File: src/rtl/dp_rr_scheduler.sv
`default_nettype none
// ============================================================================
// Module      : dp_rr_scheduler
// Description : Round-robin job sequencer that shares one compute datapath
//               between N_REQ requesters. Only one job is in flight at a
//               time. The block owns the sequencing only and carries no data.
//               For each job it grants one requester, pulses dp_start, waits
//               for dp_done, and then returns a one-cycle done pulse to the
//               granted requester.
// Ports       : clk       - clock; all state updates on posedge
//               rst       - synchronous reset, active low
//               req       - level request per requester
//               gnt       - one-hot grant, held GRANT..RELEASE/ABORT
//               cur_id    - index of the granted requester (0 when idle)
//               busy      - high in every state except IDLE
//               dp_start  - 1-cycle start strobe to the datapath
//               dp_done   - 1-cycle completion strobe from the datapath
//               dp_abort  - 1-cycle datapath clear on watchdog expiry
//               done      - 1-cycle one-hot completion pulse
//               err       - 1-cycle one-hot timeout pulse
// Config      : define SCHED_WATCHDOG_EN to enable the WAIT watchdog and the
//               ABORT path. When it is undefined, dp_abort and err are
//               tied low.
// Revision    : 1.0 - initial release
// ============================================================================
module dp_rr_scheduler #(
    parameter int N_REQ       = 4,
    parameter int ID_W        = 2,
    parameter int TIMEOUT_CYC = 16
) (
    input  logic             clk,
    input  logic             rst,
    input  logic [N_REQ-1:0] req,
    output logic [N_REQ-1:0] gnt,
    output logic [ID_W-1:0]  cur_id,
    output logic             busy,
    output logic             dp_start,
    input  logic             dp_done,
    output logic             dp_abort,
    output logic [N_REQ-1:0] done,
    output logic [N_REQ-1:0] err
);

    localparam logic [2:0] S_IDLE    = 3'd0;
    localparam logic [2:0] S_GRANT   = 3'd1;
    localparam logic [2:0] S_START   = 3'd2;
    localparam logic [2:0] S_WAIT    = 3'd3;
    localparam logic [2:0] S_RELEASE = 3'd4;
    localparam logic [2:0] S_ABORT   = 3'd5;

    // Parameter sanity is checked at elaboration time.
    if (N_REQ < 2 || N_REQ > 8 || ID_W != $clog2(N_REQ) || TIMEOUT_CYC < 1) begin : g_param_check
        $error("dp_rr_scheduler: illegal parameter combination");
    end

    logic [2:0]       r_state;
    logic [2:0]       w_state_nxt;
    logic [N_REQ-1:0] r_gnt;
    logic [ID_W-1:0]  r_id;
    logic [ID_W-1:0]  r_last_ptr;
    logic             w_pick_found;
    logic [ID_W-1:0]  w_pick_id;
    logic [ID_W-1:0]  w_cand;
    logic             w_wd_expire;

    // Round-robin pick. Candidates are scanned from the farthest offset down
    // to the nearest one, so the last hit is the requester closest after
    // r_last_ptr. The requester served last is therefore considered last.
    always_comb begin
        w_pick_found = 1'b0;
        w_pick_id    = '0;
        w_cand       = '0;
        for (int k = N_REQ; k >= 1; k--) begin
            w_cand = ID_W'((int'(r_last_ptr) + k) % N_REQ);
            if (req[w_cand]) begin
                w_pick_found = 1'b1;
                w_pick_id    = w_cand;
            end
        end
    end

    // Next-state logic. In WAIT, dp_done is tested ahead of the watchdog, so
    // a completion that arrives in the expiry cycle still completes normally.
    always_comb begin
        w_state_nxt = r_state;
        case (r_state)
            S_IDLE:    if (w_pick_found) w_state_nxt = S_GRANT;
            S_GRANT:   w_state_nxt = S_START;
            S_START:   w_state_nxt = S_WAIT;
            S_WAIT: begin
                if (dp_done)          w_state_nxt = S_RELEASE;
                else if (w_wd_expire) w_state_nxt = S_ABORT;
            end
            S_RELEASE: w_state_nxt = S_IDLE;
            S_ABORT:   w_state_nxt = S_IDLE;
            default:   w_state_nxt = S_IDLE;
        endcase
    end

    always_ff @(posedge clk) begin
        if (!rst) begin
            r_state <= S_IDLE;
        end else begin
            r_state <= w_state_nxt;
        end
    end

    // The grant is latched once in IDLE. It stays stable for the whole job,
    // so later req changes only affect the next pick.
    always_ff @(posedge clk) begin
        if (!rst) begin
            r_gnt      <= '0;
            r_id       <= '0;
            r_last_ptr <= ID_W'(N_REQ - 1);
        end else begin
            case (r_state)
                S_IDLE: begin
                    if (w_pick_found) begin
                        r_gnt <= N_REQ'(1) << w_pick_id;
                        r_id  <= w_pick_id;
                    end
                end
                S_RELEASE, S_ABORT: begin
                    r_last_ptr <= r_id;
                    r_gnt      <= '0;
                    r_id       <= '0;
                end
                default: ;
            endcase
        end
    end

`ifdef SCHED_WATCHDOG_EN
    localparam int WD_W = $clog2(TIMEOUT_CYC + 1);

    logic [WD_W-1:0] r_wd;

    // The counter is cleared in START, so it holds 0 in the first WAIT
    // cycle. Expiry is flagged in WAIT cycle TIMEOUT_CYC.
    always_ff @(posedge clk) begin
        if (!rst) begin
            r_wd <= '0;
        end else if (r_state == S_START) begin
            r_wd <= '0;
        end else if (r_state == S_WAIT) begin
            r_wd <= r_wd + WD_W'(1);
        end
    end

    assign w_wd_expire = (r_state == S_WAIT) && (r_wd == WD_W'(TIMEOUT_CYC - 1));
    assign dp_abort    = (r_state == S_ABORT);
    assign err         = (r_state == S_ABORT) ? r_gnt : '0;
`else
    assign w_wd_expire = 1'b0;
    assign dp_abort    = 1'b0;
    assign err         = '0;
`endif

    // All outputs are decoded from registered state only.
    assign gnt      = r_gnt;
    assign cur_id   = r_id;
    assign busy     = (r_state != S_IDLE);
    assign dp_start = (r_state == S_START);
    assign done     = (r_state == S_RELEASE) ? r_gnt : '0;

endmodule
`default_nettype wire

File: config.mk
export PLATFORM = sky130hd
export DESIGN_NAME = dp_rr_scheduler
export DESIGN_NICKNAME = d
export VERILOG_FILES = /design/src/rtl/dp_rr_scheduler.sv
export SDC_FILE = /design/constraint.sdc
export NUM_CORES = 1
export LEC_CHECK = 0
export CAP_MARGIN = 20
export CORE_ASPECT_RATIO = 1.1
export CORE_UTILIZATION = 37
export CTS_CLUSTER_SIZE = 24
export DETAILED_ROUTE_END_ITERATION = 8
export PLACE_DENSITY = 0.69
export SYNTH_ARGS = -nofsm -noshare
export SYNTH_HDL_FRONTEND = slang
export SYNTH_SLANG_ARGS = --single-unit
export TNS_END_PERCENT = 10
File: constraint.sdc
create_clock -name clk -period 1.1 [get_ports clk]
set_input_delay 0.11 -clock clk [delete_from_list [all_inputs] [get_ports clk]]
set_output_delay 0.11 -clock clk [all_outputs]
set_load 0.01 [all_outputs]
==> run_results.csv <==
group,metric,value,unit
yosys,synthCells,69,
floorplan,coreArea,0.00144,mm²
global_route,grt_max_degree,10,
cells_and_area,mostFrequentLayoutCells,"buf_4 (14), dfxtp_1 (6)",
floorplan,die_h,44.1,µm
floorplan,start_util,41.5,%
cts,cts_tree,"built",
cells_and_area,utilization,69.7,%
yosys,ys_warn_count,0,
worst_setup_path,crit_arrival,1.15,ns
yosys,synthAdderAreaFrac,0,%
cts,clk-insertion-delay-late,0.28,ns
yosys,synth_xor_area_share,0,%
floorplan,io_pins,24,
yosys,synth_top_family_by_area,"simple AND/OR/NAND/NOR gates",
yosys,ys_ff_latch,11,
yosys,synth_compound_area_share,18.3,%
job,cap_violations,0,
power,total_power,1030,µW
floorplan,fp.dieW,40.3,µm
timing,setup_viol_count_final,13,
global_route,antenna_found_initial,0,
yosys,seq_area_frac_synth,37.0,%
worst_setup_path,setup.worst_path.class,"flop to output port",
worst_setup_path,cp.required,0.99,ns
cts,cts-root-buf,"clkbuf_4",
power,power_density,1030,mW/mm²
routing,finalWirelength,1690,µm
timing,slew_viol_final,0,
hold_path,hp-class,"input port to flop",
run_status,violations,"setup timing",
timing,hold_ws,0.419,ns
cells_and_area,fillers,120,
global_route,grt_pass1_wl,2190,µm
cts,cts_buffers,3,
timing,fin_skew,0.00635,ns
cells_and_area,layout-drive-gt1-share,45.3,%
cells_and_area,nets,114,
routing,drt_iter0_markers,13,
cells_and_area,syn_to_final_growth,68.1,%
routing,antenna_left,0,
run_status,outcome,"complete, but fails checks",
worst_setup_path,crit_fanout,4,
cts,clock-sinks,11,
timing,max_freq,0.794,GHz
floorplan,die-area,0.00177,mm²
timing,finalWorstSetupSlack,-0.159,ns
global_route,grt.overflow.total,0,
routing,wl_per_cell,13.8,µm
place,dp_cells,117,
worst_setup_path,startpoint_type,"flop",
worst_setup_path,crit_path_end_kind,"output port",
timing,fin_crit,1.26,ns
place,dp_hpwl,1110,µm
routing,vias,632,
timing,final.period_utilization,114,%
timing,rsz0062_at_grt,"true",
timing,final_hold_viol_count,0,
cells_and_area,final_common_cell,"buf_4",
global_route,grt_pass1_vias,513,
yosys,synth.distinct_cells,29,
cts,cts_max_path_buffers,2,
place,io_buffer_count,18,
cts,clkTransAtPathRegs,0.07,ns
yosys,syn_area,596,µm²
place,gp_routability_congestion,0.759,
routing,dr.pass1.iters,4,
routing,drc,0,
yosys,avgSynthCellArea,8.63,µm²
cts,htreeDepth,1,
cells_and_area,fin_cells,122,
yosys,synth.area.mux_share,3.36,%
floorplan,rows,14,
cells_and_area,n_antenna_cell,0,
power,p_leak,0.000497,µW
yosys,yosys.area_share.simple,34.5,%
routing,avgViaCountPerCell,5.18,
global_route,grtUsageTotal,18.5,%
timing,fin_tns_setup,-1.46,ns
power,irDropWorstVdd,0.000609,V
## worst paths after layout
path | start | endpoint | slack [ns] | cells after the start
worst max-delay path | r_state[0] | done[0] | -0.16 | 4
worst min-delay path | req[2] | r_state[0] | 0.42 | 4
worst max register to register | r_last_ptr[0] | gnt[2] | -0.14 | 3
worst min register to register | cur_id[0] | cur_id[0] | 0.51 | 2
## cells by family after synthesis
kind of cell           Yosys count
other                            1
flip-flops                      11
buffers and inverters            5
AO/OA/AOI/OAI                   15
AND/OR/NAND/NOR                 35
multiplexers                     2
## flip-flops by register name (all words and copies together), names as in the netlist
signal	flops
cur_id	2
gnt	4
r_last_ptr	2
r_state	3
## report_power, final
part / switching, µW / leakage (µW) / internal [µW]
Combinational: 137 / 0.000391 / 162
Clock: 147 / 0.0000150 / 141
Sequential: 24.9 / 0.0000913 / 420
Total: 309 / 0.000497 / 722
## through the flow
step	instance area (µm²)	setup slack, ns
floorplan	612	-0.0389
global placement	887	-0.437
detailed placement	887	-0.432
CTS	910	-0.211
global route	1000	-0.198
finish	1000	-0.159
## synth_stat cells
| cell type | number | area, µm² |
|---|---|---|
| nand3_1 | 2 | 10.0 |
| and2b_2 | 2 | 17.5 |
| nor3_1 | 1 | 5.00 |
| and3_1 | 5 | 31.3 |
| nor4_2 | 1 | 12.5 |
| nand2b_1 | 6 | 37.5 |
| and3b_1 | 1 | 8.76 |
| a21oi_1 | 2 | 10.0 |
| o311a_1 | 1 | 10.0 |
| nor2_2 | 1 | 6.26 |
| o22ai_1 | 2 | 12.5 |
| a32o_1 | 2 | 20.0 |
| or4_1 | 1 | 7.51 |
| conb_1 | 1 | 3.75 |
| or3_1 | 2 | 12.5 |
| mux2i_1 | 2 | 20.0 |
| a21boi_1 | 1 | 7.51 |
| o21ai_0 | 2 | 10.0 |
| buf_4 | 5 | 37.5 |
| nor2_1 | 4 | 15.0 |
| or2_2 | 1 | 6.26 |
| dfxtp_1 | 11 | 220 |
| nand2_1 | 6 | 22.5 |
| nor4_1 | 1 | 6.26 |
| o31ai_2 | 1 | 12.5 |
| o21ai_1 | 2 | 10.0 |
| o21bai_1 | 1 | 7.51 |
| o31a_1 | 1 | 8.76 |
| nor2b_1 | 1 | 6.26 |
## per-layer routing
layer / wire length (µm) / GRT usage, % / vias to the layer above
met5: 0 / 0 / -
met4: 42 / 12.0 / 0
met3: 59 / 3.02 / 5
met2: 894 / 27.1 / 18
met1: 690 / 24.7 / 294
li1: - / - / 315
## timing repair
action,CTS,global route
pin swaps,5,5
hold buffers,0,0
resized for setup,37,27
hold endpoints to repair,0,0
setup endpoints to repair,21,18
buffers inserted,1,1
## final cells by class
class | instances | area, µm² | area share [%]
repair buffers | 34 | 285 | 28.5
well taps | 16 | 20.0 | 2.00
multi-input cells | 57 | 433 | 43.2
flip-flops and latches | 11 | 236 | 23.6
clock buffers | 4 | 26.3 | 2.63
## worst max-delay path, cell delays in order (launching register included)
cell and delay, ns:
dfxtp_4 0.36, nor2_4 0.12, buf_6 0.11, and3_4 0.17, buf_6 0.09
(Power assumes the default switching activity.)
